--- src/rtl/rgen_host_arbiter.sv ---
// Round-robin arbiter that lets HOSTS requesters share one register block command bus.
// Only one command is outstanding at a time, and its completion is routed back to the granted requester.
module rgen_host_arbiter #(
   parameter int HOSTS         = 2,
   parameter int ADDRESS_WIDTH = 8,
   parameter int DATA_WIDTH    = 32,
   localparam int PW           = (HOSTS > 1) ? $clog2(HOSTS) : 1
) (
   input  logic                           clk,
   input  logic                           rst_n,
   input  logic [HOSTS-1:0]               i_command_valid,
   input  logic [HOSTS-1:0]               i_write,
   input  logic [HOSTS-1:0]               i_read,
   input  logic [HOSTS*ADDRESS_WIDTH-1:0] i_address,
   input  logic [HOSTS*DATA_WIDTH-1:0]    i_write_data,
   input  logic [HOSTS*DATA_WIDTH-1:0]    i_write_mask,
   output logic [HOSTS-1:0]               o_response_ready,
   output logic [DATA_WIDTH-1:0]          o_read_data,
   output logic [2:0]                     o_status,
   output logic                           o_command_valid,
   output logic                           o_write,
   output logic                           o_read,
   output logic [ADDRESS_WIDTH-1:0]       o_address,
   output logic [DATA_WIDTH-1:0]          o_write_data,
   output logic [DATA_WIDTH-1:0]          o_write_mask,
   input  logic                           i_response_ready,
   input  logic [DATA_WIDTH-1:0]          i_read_data,
   input  logic [2:0]                     i_status,
   output logic                           o_debug_state,
   output logic [PW-1:0]                  o_debug_pointer
);

   // Handshake: a requester holds i_command_valid and its command until its
   // o_response_ready pulse. Downstream, o_command_valid stays high with stable
   // command fields until i_response_ready is seen for one cycle.

   localparam int SW = PW + 1;
   localparam logic [PW:0]   HOSTS_W   = HOSTS[PW:0];
   localparam logic [PW-1:0] LAST_HOST = PW'(HOSTS - 1);

   typedef enum logic {
      ST_IDLE = 1'b0,
      ST_BUSY = 1'b1
   } state_t;

   state_t                   state_q, state_d;
   logic [PW-1:0]            pointer_q, pointer_d;
   logic [PW-1:0]            grant_q, grant_d;
   logic                     command_valid_q, command_valid_d;
   logic                     write_q, write_d;
   logic                     read_q, read_d;
   logic [ADDRESS_WIDTH-1:0] address_q, address_d;
   logic [DATA_WIDTH-1:0]    write_data_q, write_data_d;
   logic [DATA_WIDTH-1:0]    write_mask_q, write_mask_d;

   logic                     found;
   logic [PW-1:0]            sel;
   logic [PW:0]              cand;
   logic                     sel_write, sel_read;
   logic [ADDRESS_WIDTH-1:0] sel_address;
   logic [DATA_WIDTH-1:0]    sel_write_data, sel_write_mask;

   // Walk candidates pointer, pointer+1, ... (mod HOSTS); the first active one wins.
   always_comb begin
      found = 1'b0;
      sel   = '0;
      cand  = '0;
      for (int j = 0; j < HOSTS; j++) begin
         cand = {1'b0, pointer_q} + SW'(j);
         if (cand >= HOSTS_W) begin
            cand = cand - HOSTS_W;
         end
         for (int k = 0; k < HOSTS; k++) begin
            if (!found && (cand == SW'(k)) && i_command_valid[k]) begin
               found = 1'b1;
               sel   = PW'(k);
            end
         end
      end
   end

   always_comb begin
      sel_write      = 1'b0;
      sel_read       = 1'b0;
      sel_address    = '0;
      sel_write_data = '0;
      sel_write_mask = '0;
      for (int k = 0; k < HOSTS; k++) begin
         if (sel == PW'(k)) begin
            sel_write      = i_write[k];
            sel_read       = i_read[k];
            sel_address    = i_address[k*ADDRESS_WIDTH +: ADDRESS_WIDTH];
            sel_write_data = i_write_data[k*DATA_WIDTH +: DATA_WIDTH];
            sel_write_mask = i_write_mask[k*DATA_WIDTH +: DATA_WIDTH];
         end
      end
   end

   always_comb begin
      state_d         = state_q;
      pointer_d       = pointer_q;
      grant_d         = grant_q;
      command_valid_d = command_valid_q;
      write_d         = write_q;
      read_d          = read_q;
      address_d       = address_q;
      write_data_d    = write_data_q;
      write_mask_d    = write_mask_q;
      case (state_q)
         ST_IDLE: begin
            if (found) begin
               state_d         = ST_BUSY;
               grant_d         = sel;
               command_valid_d = 1'b1;
               write_d         = sel_write;
               read_d          = sel_read;
               address_d       = sel_address;
               write_data_d    = sel_write_data;
               write_mask_d    = sel_write_mask;
            end
         end
         ST_BUSY: begin
            // Requester inputs are ignored here; only the completion pulse matters.
            if (i_response_ready) begin
               state_d         = ST_IDLE;
               command_valid_d = 1'b0;
               write_d         = 1'b0;
               read_d          = 1'b0;
               pointer_d       = (grant_q == LAST_HOST) ? '0 : grant_q + PW'(1);
            end
         end
         default: state_d = ST_IDLE;
      endcase
   end

   always_ff @(posedge clk) begin
      if (!rst_n) begin
         state_q         <= ST_IDLE;
         pointer_q       <= '0;
         grant_q         <= '0;
         command_valid_q <= 1'b0;
         write_q         <= 1'b0;
         read_q          <= 1'b0;
         address_q       <= '0;
         write_data_q    <= '0;
         write_mask_q    <= '0;
      end else begin
         state_q         <= state_d;
         pointer_q       <= pointer_d;
         grant_q         <= grant_d;
         command_valid_q <= command_valid_d;
         write_q         <= write_d;
         read_q          <= read_d;
         address_q       <= address_d;
         write_data_q    <= write_data_d;
         write_mask_q    <= write_mask_d;
      end
   end

   // A completion seen while idle has no owner and is dropped.
   always_comb begin
      o_response_ready = '0;
      for (int k = 0; k < HOSTS; k++) begin
         o_response_ready[k] = (state_q == ST_BUSY) && i_response_ready && (grant_q == PW'(k));
      end
   end

   assign o_read_data     = i_read_data;
   assign o_status        = i_status;
   assign o_command_valid = command_valid_q;
   assign o_write         = write_q;
   assign o_read          = read_q;
   assign o_address       = address_q;
   assign o_write_data    = write_data_q;
   assign o_write_mask    = write_mask_q;
   assign o_debug_state   = (state_q == ST_BUSY);
   assign o_debug_pointer = pointer_q;

endmodule

--- config.mk ---
export PLATFORM = sky130hd
export DESIGN_NAME = rgen_host_arbiter
export DESIGN_NICKNAME = d
export VERILOG_FILES = /design/src/rtl/rgen_host_arbiter.sv
export SDC_FILE = /design/constraint.sdc
export NUM_CORES = 1
export LEC_CHECK = 0
export ABC_AREA = 1
export BUFFER_PORTS_ARGS = -buffer_cell sky130_fd_sc_hd__buf_2
export CORE_AREA = 2 2 117 119
export DETAILED_ROUTE_END_ITERATION = 6
export DIE_AREA = 0 0 119 121
export PLACE_DENSITY = 0.66
export SYNTH_ARGS = -nofsm -noshare
export SYNTH_HDL_FRONTEND = slang
export SYNTH_SLANG_ARGS = --single-unit
export TNS_END_PERCENT = 1
--- constraint.sdc ---
create_clock -name clk -period 2.9 [get_ports clk]
set_clock_uncertainty 0.15 [all_clocks]
set_input_delay 0.29 -clock clk [delete_from_list [all_inputs] [get_ports clk]]
set_output_delay 0.29 -clock clk [all_outputs]
set_load 0.02 [all_outputs]
=== Word level (Yosys, flattened, before mapping) ===
Cells that the tools add are included.

* Register bits: 78
* Input bits: 188
* Output and inout port bits: 114
* Word-level logic and storage cells: 64

* Add/sub/neg operators: 4
* Order comparisons: 2
* Equality and inequality tests: 4
* Muxes and demuxes: 25
* Bitwise logic cells: 2
* Reduce and logical (&&, ||, !) cells: 18

{| class="wikitable"
|+ Operator list
! operator !! count
|-
| two-way mux 32 bit || 2
|-
| two-way mux 1 bit || 16
|-
| logical AND 1 bit || 10
|-
| two-way mux 8 bit || 1
|-
| one-hot mux 1 bit (2 select lines) || 4
|-
| AND reduction 2 bit || 3
|-
| equality test 2 x 1 -> 1 bit, second input constant || 2
|-
| logical NOT 2 bit || 2
|-
| two-way mux 2 bit || 2
|-
| != test 2 bit, second input constant || 2
|-
| logical NOT 1 bit || 3
|-
| adder 1 x 1 -> 2 bit, second input constant || 1
|-
| >= comparator 1 x 2 -> 1 bit, second input constant || 1
|-
| >= comparator 2 bit, second input constant || 1
|-
| inverter 1 bit || 2
|-
| subtractor 1 x 2 -> 2 bit, second input constant || 1
|-
| subtractor 2 bit, second input constant || 1
|-
| adder 1 bit, second input constant || 1
|}

=== Logic depth before layout (Yosys ltp) ===
Gate-level depths: netlist of the first run.

* Word-level depth: 20
* Depth in mapped cells: 9
* Depth with buffers taken out: 8

=== Least setup slack after synthesis of the first run ===
OpenSTA, ideal clock, no wires.

* Path kind: register to register
* Start point: register state_q (netlist: o_debug_state)
* End point: register write_mask_q[22] (netlist: o_write_mask[22])
* Library setup time: 0.109 ns
* Arrival time: 1.211 ns
* Data required time: 2.641 ns
* Setup slack: 1.430 ns
* Cell stages (with the launch flop): 10
* Buffers on the path: 2
* Clock period less this slack: 1.470 ns
* Cell sequence: dfxtp_1 inv_1 o21ai_2 inv_2 buf_8 buf_6 nor2_1 nor2_1 nand2_1 inv_1

* Longest elaborated chain between the ends: 2

{| class="wikitable"
|+ Ends and longest elaborated chain
! what !! RTL line !! text
|-
| start, declared || 46 || <nowiki>state_t state_q, state_d;</nowiki>
|-
| start signal, assigned || 148 || <nowiki>state_q <= state_d;</nowiki>
|-
| inverter 1 bit || -- ||
|-
| AND reduction 2 bit (no line) || -- ||
|-
| end signal, assigned || 156 || <nowiki>write_mask_q <= write_mask_d;</nowiki>
|-
| end, declared || 54 || <nowiki>logic [DATA_WIDTH-1:0] write_mask_q, write_mask_d;</nowiki>
|}

No other way between the ends.
A chain may end at the register's enable or synchronous reset.

=== Worst setup path after layout of the first run ===
* Start point: register state_q (netlist: o_debug_state)
* End point: register write_mask_q[25] (netlist: o_write_mask[25])

The elaborated chain is that of the path after synthesis.

==> results of run 1 <==
-- worst max-delay path: stages, from the launching register on --
cell                      delay, ns
sky130_fd_sc_hd__dfxtp_1       0.34
sky130_fd_sc_hd__inv_1         0.11
sky130_fd_sc_hd__o21ai_2       0.11
sky130_fd_sc_hd__inv_4         0.48
sky130_fd_sc_hd__buf_4         0.33
sky130_fd_sc_hd__nand3_1       0.11
sky130_fd_sc_hd__nand2_1       0.08
sky130_fd_sc_hd__inv_1         0.03
-- placed cells by master (no fill, tap or decap) --
cell type	count
sky130_fd_sc_hd__a21oi_1	4
sky130_fd_sc_hd__buf_12	1
sky130_fd_sc_hd__buf_2	231
sky130_fd_sc_hd__buf_4	8
sky130_fd_sc_hd__clkbuf_16	9
sky130_fd_sc_hd__clkbuf_8	3
sky130_fd_sc_hd__clkinv_2	4
sky130_fd_sc_hd__dfxtp_1	78
sky130_fd_sc_hd__inv_1	80
sky130_fd_sc_hd__inv_2	2
sky130_fd_sc_hd__inv_4	1
sky130_fd_sc_hd__nand2_1	223
sky130_fd_sc_hd__nand2_2	1
sky130_fd_sc_hd__nand3_1	79
sky130_fd_sc_hd__nor2_1	124
sky130_fd_sc_hd__nor2_2	24
sky130_fd_sc_hd__o21ai_2	1
sky130_fd_sc_hd__o22ai_1	1
-- how the worst max path moves through the flow --
stage / slack [ns] / depth (start not counted) / start / end
3_3_place_gp: 1.01 / 9 / i_command_valid[0] / o_write_data[1]
2_1_floorplan: 1.43 / 9 / o_debug_state / o_write_mask[22]
6_report: 1.01 / 7 / o_debug_state / o_write_mask[25]
5_1_grt: 0.83 / 7 / o_debug_state / o_write_data[11]
3_5_place_dp: 0.99 / 9 / i_command_valid[0] / o_write_data[16]
4_1_cts: 0.99 / 7 / o_debug_state / o_write_data[16]
-- report_power, final --
part	internal (mW)	total [mW]	switching, mW	leakage, nW
clock	0.643	1.07	0.431	0.148
combinational	0.299	0.794	0.495	2.61
sequential	1.18	1.24	0.0568	0.648
total	2.12	3.11	0.983	3.41
-- cell type report --
class                           count  area [um^2]
Fill cell                        1452         7580
Multi-Input combinational cell    457         1890
Sequential cell                    78         1560
Timing Repair Buffer              240         1240
Inverter                           83          314
Clock buffer                       12          267
Tap cell                          176          220
Clock inverter                      4         20.0
-- metal layers --
metal,up-vias,track usage,wire (um)
li1,2370,-,-
met1,1913,0.182,4870
met2,169,0.264,5290
met3,27,0.0573,1050
met4,0,0.0789,312
met5,-,0,0
-- registers in the layout, indices dropped and copies added (netlist names) --
register	cells
o_write	1
o_write_data	32
o_address	8
o_debug_pointer	1
o_command_valid	1
o_debug_state	1
o_read	1
grant_q	1
o_write_mask	32
-- stage by stage --
stage	hold WS, ns	setup slack (ns)	power [mW]	instance area (um^2)	cells
3_3_place_gp	0.318	1.01	2.06	5220	1034
4_1_cts	0.0726	0.990	3.16	5510	1050
3_5_place_dp	0.312	0.993	2.06	5220	1034
6_report	0.0857	1.01	3.11	5510	1050
2_1_floorplan	0.290	1.43	1.88	4320	692
5_1_grt	0.0881	0.832	3.30	5510	1050
-- cell families after synthesis --
kind of cell	Yosys count
buf+inv	157
flops	78
simple gates	451
compound gates	6
==> impl_metrics.toml, run 1 <==
[floorplan]
std_cell_rows = 42
floorplan.io_pins = 302
floorplan.die.height_um = 121
die_ar_um2 = 14400
die_w_um = 119
placeableCoreArea_um2 = 13100
initial_cell_density_of_the_core = 0.330

[yosys]
synth_cells = 692
yosys.cell_count.top_type = "sky130_fd_sc_hd__nand2_1"
mappedNetlistArea_um2 = 4320
synth-adder-area-share = 0
synthesis.nets = 880
synth.yosys.seq_area_share = 0.361
synth-warning-count = 0
largest_cells_by_area_after_synthesis = "sky130_fd_sc_hd__dfxtp_1 (36%), sky130_fd_sc_hd__nand2_1 (19%), sky130_fd_sc_hd__nor2_1 (11%)"
synth_compound_gate_area_share = 0.00811
synthDominantAreaCellType = "sky130_fd_sc_hd__dfxtp_1"
yosys-top-cells-count = "sky130_fd_sc_hd__nand2_1 (224), sky130_fd_sc_hd__nor2_1 (124), sky130_fd_sc_hd__inv_1 (81)"
synth_enable_flop_cells = 0
ys_types = 15
yosys.area_share.xor_xnor = 0
synthSimpleGateAreaFrac = 0.428
ys_async_sr_fraction = 0
post-synth-top-area-fraction = 0.361
synthesized_area_per_cell_um2 = 6.25
postSynthRegisterBits = 78
muxShareOfSynthArea = 0
yosys_most_used_dff = "sky130_fd_sc_hd__dfxtp_1"
dominant_combinational_cell_family_by_area_after_synthesis = "simple AND/OR/NAND/NOR gates"

[route]
avgRoutedWirePerCell_um = 11.0
drt_first_pass_iters = 5
routed_via_density = 4.27
drcViolationCount = 0
overall_via_count_from_detail_route = 4479
drt-initial-drc-count = 210
postRouteAntennaNets = 0
drt-total-wl_um = 11500

[worst_setup_path]
r2r-end = "o_write_mask[25]"
worst_setup_path_end_kind = "register"
reg2regPathDepth = 7
arrival_ns = 1.97
crit_path_max_fanout = 65
critical_path.startpoint_type = "register"
critPathKind = "reg -> reg"
r2r-start = "o_debug_state"
cp_data_required_time_ns = 2.98
r2r_slack_ns = 1.01

[global_routing]
wire_length_of_the_first_global_routing_pass_um = 18400
track_usage = 0.159
grt_pass1_vias = 3936
globalRouteOverflowTotal = 0
number_of_antenna_violations_at_the_first_check_in_global_routing = 0
grt_start_max_net_pins = 75

[placed_design]
dp_hpwl_um = 8450
routabilityCongestion = 0.819
placement.io_buffers = 231

[timing]
post-route-period-util = 0.651
max-slew-margin-rel = 0.502
final-setup-viol-count = 0
max_freq_mhz = 530
rsz0062_at_grt = "no"
timing_hold_violations_final = 0
finalSetupTns_ns = 0
final_report_max_slew_violation_count = 0
period_minus_slack_ns = 1.89
worst_pin_slew_ns = 0.748

[layout]
layout-drive-gt1-share = 0.326
final_net_count = 1057
antennaDiodeCount = 0
flow.area_growth_from_synthesis_pct = 27.4
final_core_utilization = 0.421

[cts]
clock_tree.root_cell = "sky130_fd_sc_hd__clkbuf_16"
cts-buffers-inserted = 9
cts.htree.levels = 3
post_cts.repair.setup_buffers = 0
tritoncts_clock_tree = "yes"
cts_max_path_buffers = 2
clock_transition_at_path_regs_ns = 0.06
insertion_delay_ns = 0.33
hold_buffer_count_at_cts = 0
numClockSinks = 78
post_cts_resize_count = 0

[min_path]
holdCritStartpoint = "i_write_mask[56]"
hp-class = "in -> reg"
holdPathStages = 5
hold-path-endpoint = "o_write_mask[24]"

[power]
vdd_ir_drop_max_v = 0.000222
p_leak_nw = 3.41
power.density_cell_area_nw_per_um2 = 564

[outcome]
run_status = "finished clean"

[run]
max_cap_violations = 0
Power figures use the tool's default switching activity.
==> run 2, diff against run 1 <==
--- a/config.mk
+++ b/config.mk
@@ -5,12 +5,11 @@
 export SDC_FILE = /design/constraint.sdc
 export NUM_CORES = 1
 export LEC_CHECK = 0
-export ABC_AREA = 1
+export ABC_AREA = 0
 export BUFFER_PORTS_ARGS = -buffer_cell sky130_fd_sc_hd__buf_2
-export CORE_AREA = 2 2 117 119
+export CORE_AREA = 2 2 119 121
 export DETAILED_ROUTE_END_ITERATION = 6
-export DIE_AREA = 0 0 119 121
-export PLACE_DENSITY = 0.66
+export DIE_AREA = 0 0 121 123
 export SYNTH_ARGS = -nofsm -noshare
 export SYNTH_HDL_FRONTEND = slang
 export SYNTH_SLANG_ARGS = --single-unit
==> constraint.sdc (replaced) <==
create_clock -name clk -period 1.9 [get_ports clk]
set_clock_uncertainty 0.15 [all_clocks]
set_input_delay 0.19 -clock clk [delete_from_list [all_inputs] [get_ports clk]]
set_output_delay 0.19 -clock clk [all_outputs]
set_load 0.02 [all_outputs]
==> impl_metrics.toml, run 2 <==
[timing]
max-slew-margin-rel = 0.720
post-route-period-util = 0.868
rsz0062_at_grt = "no"
final-setup-viol-count = 0
period_minus_slack_ns = 1.65
final_report_max_slew_violation_count = 0
worst_pin_slew_ns = 0.416
timing_hold_violations_final = 0
hold-worst-slack_ns = 0.0467
finalSetupTns_ns = 0
max_freq_mhz = 606

[route]
drt-initial-drc-count = 291
drt-total-wl_um = 13700
postRouteAntennaNets = 0
avgRoutedWirePerCell_um = 14.1
drcViolationCount = 0
routed_via_density = 4.68
overall_via_count_from_detail_route = 4569
drt_first_pass_iters = 4

[global_routing]
grt_pass1_vias = 4481
track_usage = 0.177
wire_length_of_the_first_global_routing_pass_um = 21200
number_of_antenna_violations_at_the_first_check_in_global_routing = 0
globalRouteOverflowTotal = 0
grt_start_max_net_pins = 98

[yosys]
largest_cells_by_area_after_synthesis = "sky130_fd_sc_hd__dfxtp_1 (44%), sky130_fd_sc_hd__nand2_1 (16%), sky130_fd_sc_hd__a31oi_1 (13%)"
yosys-top-cells-count = "sky130_fd_sc_hd__nand2_1 (147), sky130_fd_sc_hd__dfxtp_1 (78), sky130_fd_sc_hd__a31oi_1 (72)"
synthesized_area_per_cell_um2 = 7.55
synthDominantAreaCellType = "sky130_fd_sc_hd__dfxtp_1"
mappedNetlistArea_um2 = 3530
ys_types = 21
synth_enable_flop_cells = 0
yosys_most_used_dff = "sky130_fd_sc_hd__dfxtp_1"
ys_async_sr_fraction = 0
synthesis.nets = 656
synth_cells = 468
post-synth-top-area-fraction = 0.442
yosys.cell_count.top_type = "sky130_fd_sc_hd__nand2_1"
synth-warning-count = 0
postSynthRegisterBits = 78
synth.yosys.seq_area_share = 0.442

[placed_design]
routabilityCongestion = 0.763
placement.io_buffers = 231
dp_hpwl_um = 7880
dpl.cell_count = 812

[power]
vdd_ir_drop_max_v = 0.000357
clock_power_share = 0.348
swShare = 0.295
total_power_mw = 4.83
netSwitchingPower_mw = 1.42
p_leak_nw = 3.01
internal_power_mw = 3.41
share_comb_of_total_power = 0.262
power.density_cell_area_nw_per_um2 = 760
power.share.sequential = 0.390

[layout]
most-common-layout-cells = "sky130_fd_sc_hd__buf_2 (231), sky130_fd_sc_hd__dlygate4sd3_1 (149), sky130_fd_sc_hd__nand2_1 (147)"
antennaDiodeCount = 0
final.fill_count = 1281
final_net_count = 980
layout-drive-gt1-share = 0.320
final_common_cell = "sky130_fd_sc_hd__buf_2"
flow.area_growth_from_synthesis_pct = 79.7
finalNonFillerCells = 977

[run]
max_cap_violations = 0

[floorplan]
floorplan.die.height_um = 123
std_cell_rows = 43
die_w_um = 121
floorplan.io_pins = 302
placeableCoreArea_um2 = 13600
die_ar_um2 = 14900
initial_cell_density_of_the_core = 0.260

[cts]
tritoncts_clock_tree = "yes"
clock_transition_at_path_regs_ns = 0.06
numClockSinks = 78
post_cts_resize_count = 0
insertion_delay_ns = 0.33
cts.htree.levels = 3
cts-buffers-inserted = 9
cts_max_path_buffers = 2
post_cts.repair.setup_buffers = 0
clock_tree.root_cell = "sky130_fd_sc_hd__clkbuf_16"
hold_buffer_count_at_cts = 149

[worst_setup_path]
cells_along_the_critical_path = "dlygate4sd3_1, buf_2, inv_1, o21ai_4, buf_12, mux2i_1, o22ai_1"
crit_path_max_fanout = 64
arrival_ns = 1.70
critical_path.startpoint_type = "input pin"
worst_setup_path_end_kind = "register"
cpMaxStageDelayCell = "sky130_fd_sc_hd__dlygate4sd3_1"
timing.critical_path.max_delay_family = "buffers and inverters"
path_buf_inv = 4
cp_data_required_time_ns = 1.95
critPathKind = "in -> reg"
critical_path.max_stage_delay_ns = 0.53

[outcome]
run_status = "finished clean"

[min_path]
hp-class = "in -> reg"
-- run 2: cell types whose count changed after synthesis, sizes merged, moves of 72 or more --
cell / before / now
inv: 83 / 4
nand2: 224 / 147
nand3: 79 / 0
o21ai: 1 / 74
a31oi: 0 / 72
nor2: 148 / 7
-- run 2: metrics by stage --
step                      cell area [um^2]  utilization  worst slack [ns]
final                                 6350        0.466             0.251
after global routing                  6350        0.466             0.151
after CTS                             6350        0.466             0.270
after detailed placement              4570        0.336             0.453
after global placement                4570        0.336             0.496
after floorplan                       3530            -             0.493
-- run 2: power groups by stage --
stage	registers (mW)	logic, mW	clock network, mW
6_report	1.88	1.26	1.68
5_1_grt	1.90	1.37	1.82
4_1_cts	1.88	1.25	1.75
3_5_place_dp	1.91	1.01	0
3_3_place_gp	1.91	1.01	0
2_1_floorplan	2.11	0.502	0
-- run 2: cells by family after synthesis --
kind of cell / count (synthesis) / synth area share
AND/OR/NAND/NOR: 158 / 0.172
multiplexers: 2 / 0.00567
AO/OA/AOI/OAI: 151 / 0.242
flip-flops: 78 / 0.442
buffers and inverters: 79 / 0.138
-- run 2: final timing paths --
check	start	end	slack, ns	cells past startpoint
setup / recovery	i_command_valid[0]	o_read	0.25	7
hold / removal	i_command_valid[1]	o_debug_state	0.05	3
setup reg to reg	o_debug_pointer	o_read	0.44	4
hold reg to reg	o_command_valid	o_command_valid	0.33	2
-- run 2: cell type report --
type / instances / area (um^2) / share of cell area
Multi-Input combinational cell: 311 / 1490 / 0.235
Timing Repair Buffer: 388 / 2770 / 0.436
Clock buffer: 12 / 236 / 0.0372
Inverter: 4 / 15.0 / 0.00236
Tap cell: 180 / 225 / 0.0355
Sequential cell: 78 / 1560 / 0.246
Clock inverter: 4 / 47.5 / 0.00749
-- run 2: layer usage --
layer,vias up,global-route usage,part of all wire,wire length (um)
li1,2224,-,-,-
met1,2033,0.187,0.37,5100
met2,240,0.316,0.51,7010
met3,72,0.0392,0.067,914
met4,0,0.116,0.051,702
met5,-,0,0,0
-- run 2: tightest hold or removal path, delay by kind of cell --
kind	cells	cell delay (ns)
simple gates	2	0.17
buf+inv	1	0.13
==> run 3, diff against run 2 <==
--- a/config.mk
+++ b/config.mk
@@ -7,9 +7,10 @@
 export LEC_CHECK = 0
 export ABC_AREA = 0
 export BUFFER_PORTS_ARGS = -buffer_cell sky130_fd_sc_hd__buf_2
-export CORE_AREA = 2 2 119 121
+export CORE_AREA = 2 2 116 118
+export CTS_BUF_LIST = sky130_fd_sc_hd__clkbuf_4 sky130_fd_sc_hd__clkbuf_8
 export DETAILED_ROUTE_END_ITERATION = 6
-export DIE_AREA = 0 0 121 123
+export DIE_AREA = 0 0 118 120
 export SYNTH_ARGS = -nofsm -noshare
 export SYNTH_HDL_FRONTEND = slang
 export SYNTH_SLANG_ARGS = --single-unit
==> impl_metrics.toml, run 3 (synthesis gave the netlist of run 2 again) <==
[timing]
timing_hold_violations_final = 0
final-setup-viol-count = 0
final_report_max_slew_violation_count = 0
period_minus_slack_ns = 1.84
max-slew-margin-rel = 0.734
rsz0062_at_grt = "no"
post-route-period-util = 0.969
worst_pin_slew_ns = 0.395
max_freq_mhz = 543
finalSetupTns_ns = 0

[worst_setup_path]
critical_path.startpoint_type = "register"
critical_path.max_stage_delay_ns = 0.57
r2r-end = "o_address[1]"
cells_along_the_critical_path = "nor2_4, buf_12, o21ai_0, a31oi_1, dlygate4sd3_1"
cp_data_required_time_ns = 2.06
crit_path_max_fanout = 30
worst_setup_path_end_kind = "register"
reg2regPathDepth = 5
timing.critical_path.max_delay_family = "buffers and inverters"
cpMaxStageDelayCell = "sky130_fd_sc_hd__dlygate4sd3_1"
arrival_ns = 2.00
r2r_slack_ns = 0.06
path_buf_inv = 2
r2r-start = "o_debug_state"
critPathKind = "reg -> reg"

[layout]
final_net_count = 987
antennaDiodeCount = 0
most-common-layout-cells = "sky130_fd_sc_hd__buf_2 (231), sky130_fd_sc_hd__dlygate4sd3_1 (150), sky130_fd_sc_hd__nand2_1 (147)"
finalNonFillerCells = 980
flow.area_growth_from_synthesis_pct = 80.9
layout-drive-gt1-share = 0.328
final_common_cell = "sky130_fd_sc_hd__buf_2"
fin_area_um2 = 6390
final.fill_count = 1185
final_core_utilization = 0.492

[placed_design]
detailed_place.area_um2 = 4570
dpl.cell_count = 807
routabilityCongestion = 0.772
placement.io_buffers = 231
dp_hpwl_um = 7840

[route]
drt_first_pass_iters = 5
routed_via_density = 4.74
top_signal_layer_used = "met4"
drt-initial-drc-count = 230
avgRoutedWirePerCell_um = 15.8
drt-total-wl_um = 15500
detailroute.wirelength.met3_um = 1070
postRouteAntennaNets = 0
drcViolationCount = 0
routed-wl-met2_um = 7780
overall_via_count_from_detail_route = 4648
wl_met1_um = 5830

[cts]
insertion_delay_ns = 0.36
clock_transition_at_path_regs_ns = 0.08
cts-buffers-inserted = 9
numClockSinks = 78
clock_tree.root_cell = "sky130_fd_sc_hd__clkbuf_8"
tritoncts_clock_tree = "yes"
cts_max_path_buffers = 2
cts.htree.levels = 3

[floorplan]
floorplan.die.height_um = 120
die_ar_um2 = 14200
initial_cell_density_of_the_core = 0.272
floorplan.io_pins = 302
die_w_um = 118
placeableCoreArea_um2 = 13000
std_cell_rows = 42

[global_routing]
globalRouteOverflowTotal = 0
wire_length_of_the_first_global_routing_pass_um = 22500
grt_start_max_net_pins = 88
number_of_antenna_violations_at_the_first_check_in_global_routing = 0
grt_pass1_vias = 4602
track_usage = 0.200

[min_path]
holdCritStartpoint = "i_response_ready"
hold-path-endpoint = "o_debug_state"
holdPathStages = 4
hp-class = "in -> reg"

[outcome]
run_status = "finished clean"

[run]
max_cap_violations = 0

[power]
vdd_ir_drop_max_v = 0.000316
power.density_cell_area_nw_per_um2 = 711
p_leak_nw = 3.05
[run 3: area by class of cell]
type	instances	area (um^2)	share of cell area
flip-flops and latches	78	1560	0.244
well taps	176	220	0.0345
repair buffers	395	2890	0.451
inverters	4	15.0	0.00235
clock buffers	13	166	0.0260
clock inverters	3	42.5	0.00666
multi-input cells	311	1500	0.235
[run 3: stage by stage]
step	hold WS [ns]	setup slack, ns	power, mW
5_1_grt	0.0391	0.00513	4.78
2_1_floorplan	0.188	0.493	2.62
6_report	0.0348	0.0594	4.54
3_5_place_dp	0.230	0.448	2.93
3_3_place_gp	0.230	0.465	2.93
4_1_cts	0.00738	0.0123	4.51
[run 3: worst max-delay path by stage]
stage	cells after the start	slack (ns)	startpoint	end
after floorplan	4	0.49	o_debug_state	o_debug_pointer
after global placement	4	0.46	o_debug_pointer	o_write
after detailed placement	4	0.45	o_debug_pointer	o_write
after CTS	5	0.01	o_debug_pointer	o_address[1]
after global routing	5	0.005	o_debug_state	o_address[1]
final	5	0.06	o_debug_state	o_address[1]
[run 3: timing repair]
action	CTS	global route
gates resized for setup	0	2
hold endpoints to repair	75	0
setup endpoints to repair	0	1
buffers inserted	0	3
hold buffers	150	0
[run 3: per-layer routing]
layer | track usage | vias to the layer above
met2 | 0.359 | 264
met4 | 0.122 | 0
met5 | 0 | -
li1 | - | 2228
met3 | 0.0566 | 72
met1 | 0.206 | 2084
[run 3: power breakdown]
group	internal, mW	switching [mW]
clock network	0.707	0.625
registers	1.80	0.0775
logic	0.620	0.717
total	3.13	1.42
[run 3: tightest hold or removal path, cell delays in order]
cell and delay (ns):
sky130_fd_sc_hd__buf_2 0.08, sky130_fd_sc_hd__nand2_1 0.09, sky130_fd_sc_hd__nand2_1 0.10, sky130_fd_sc_hd__nor2_1 0.04
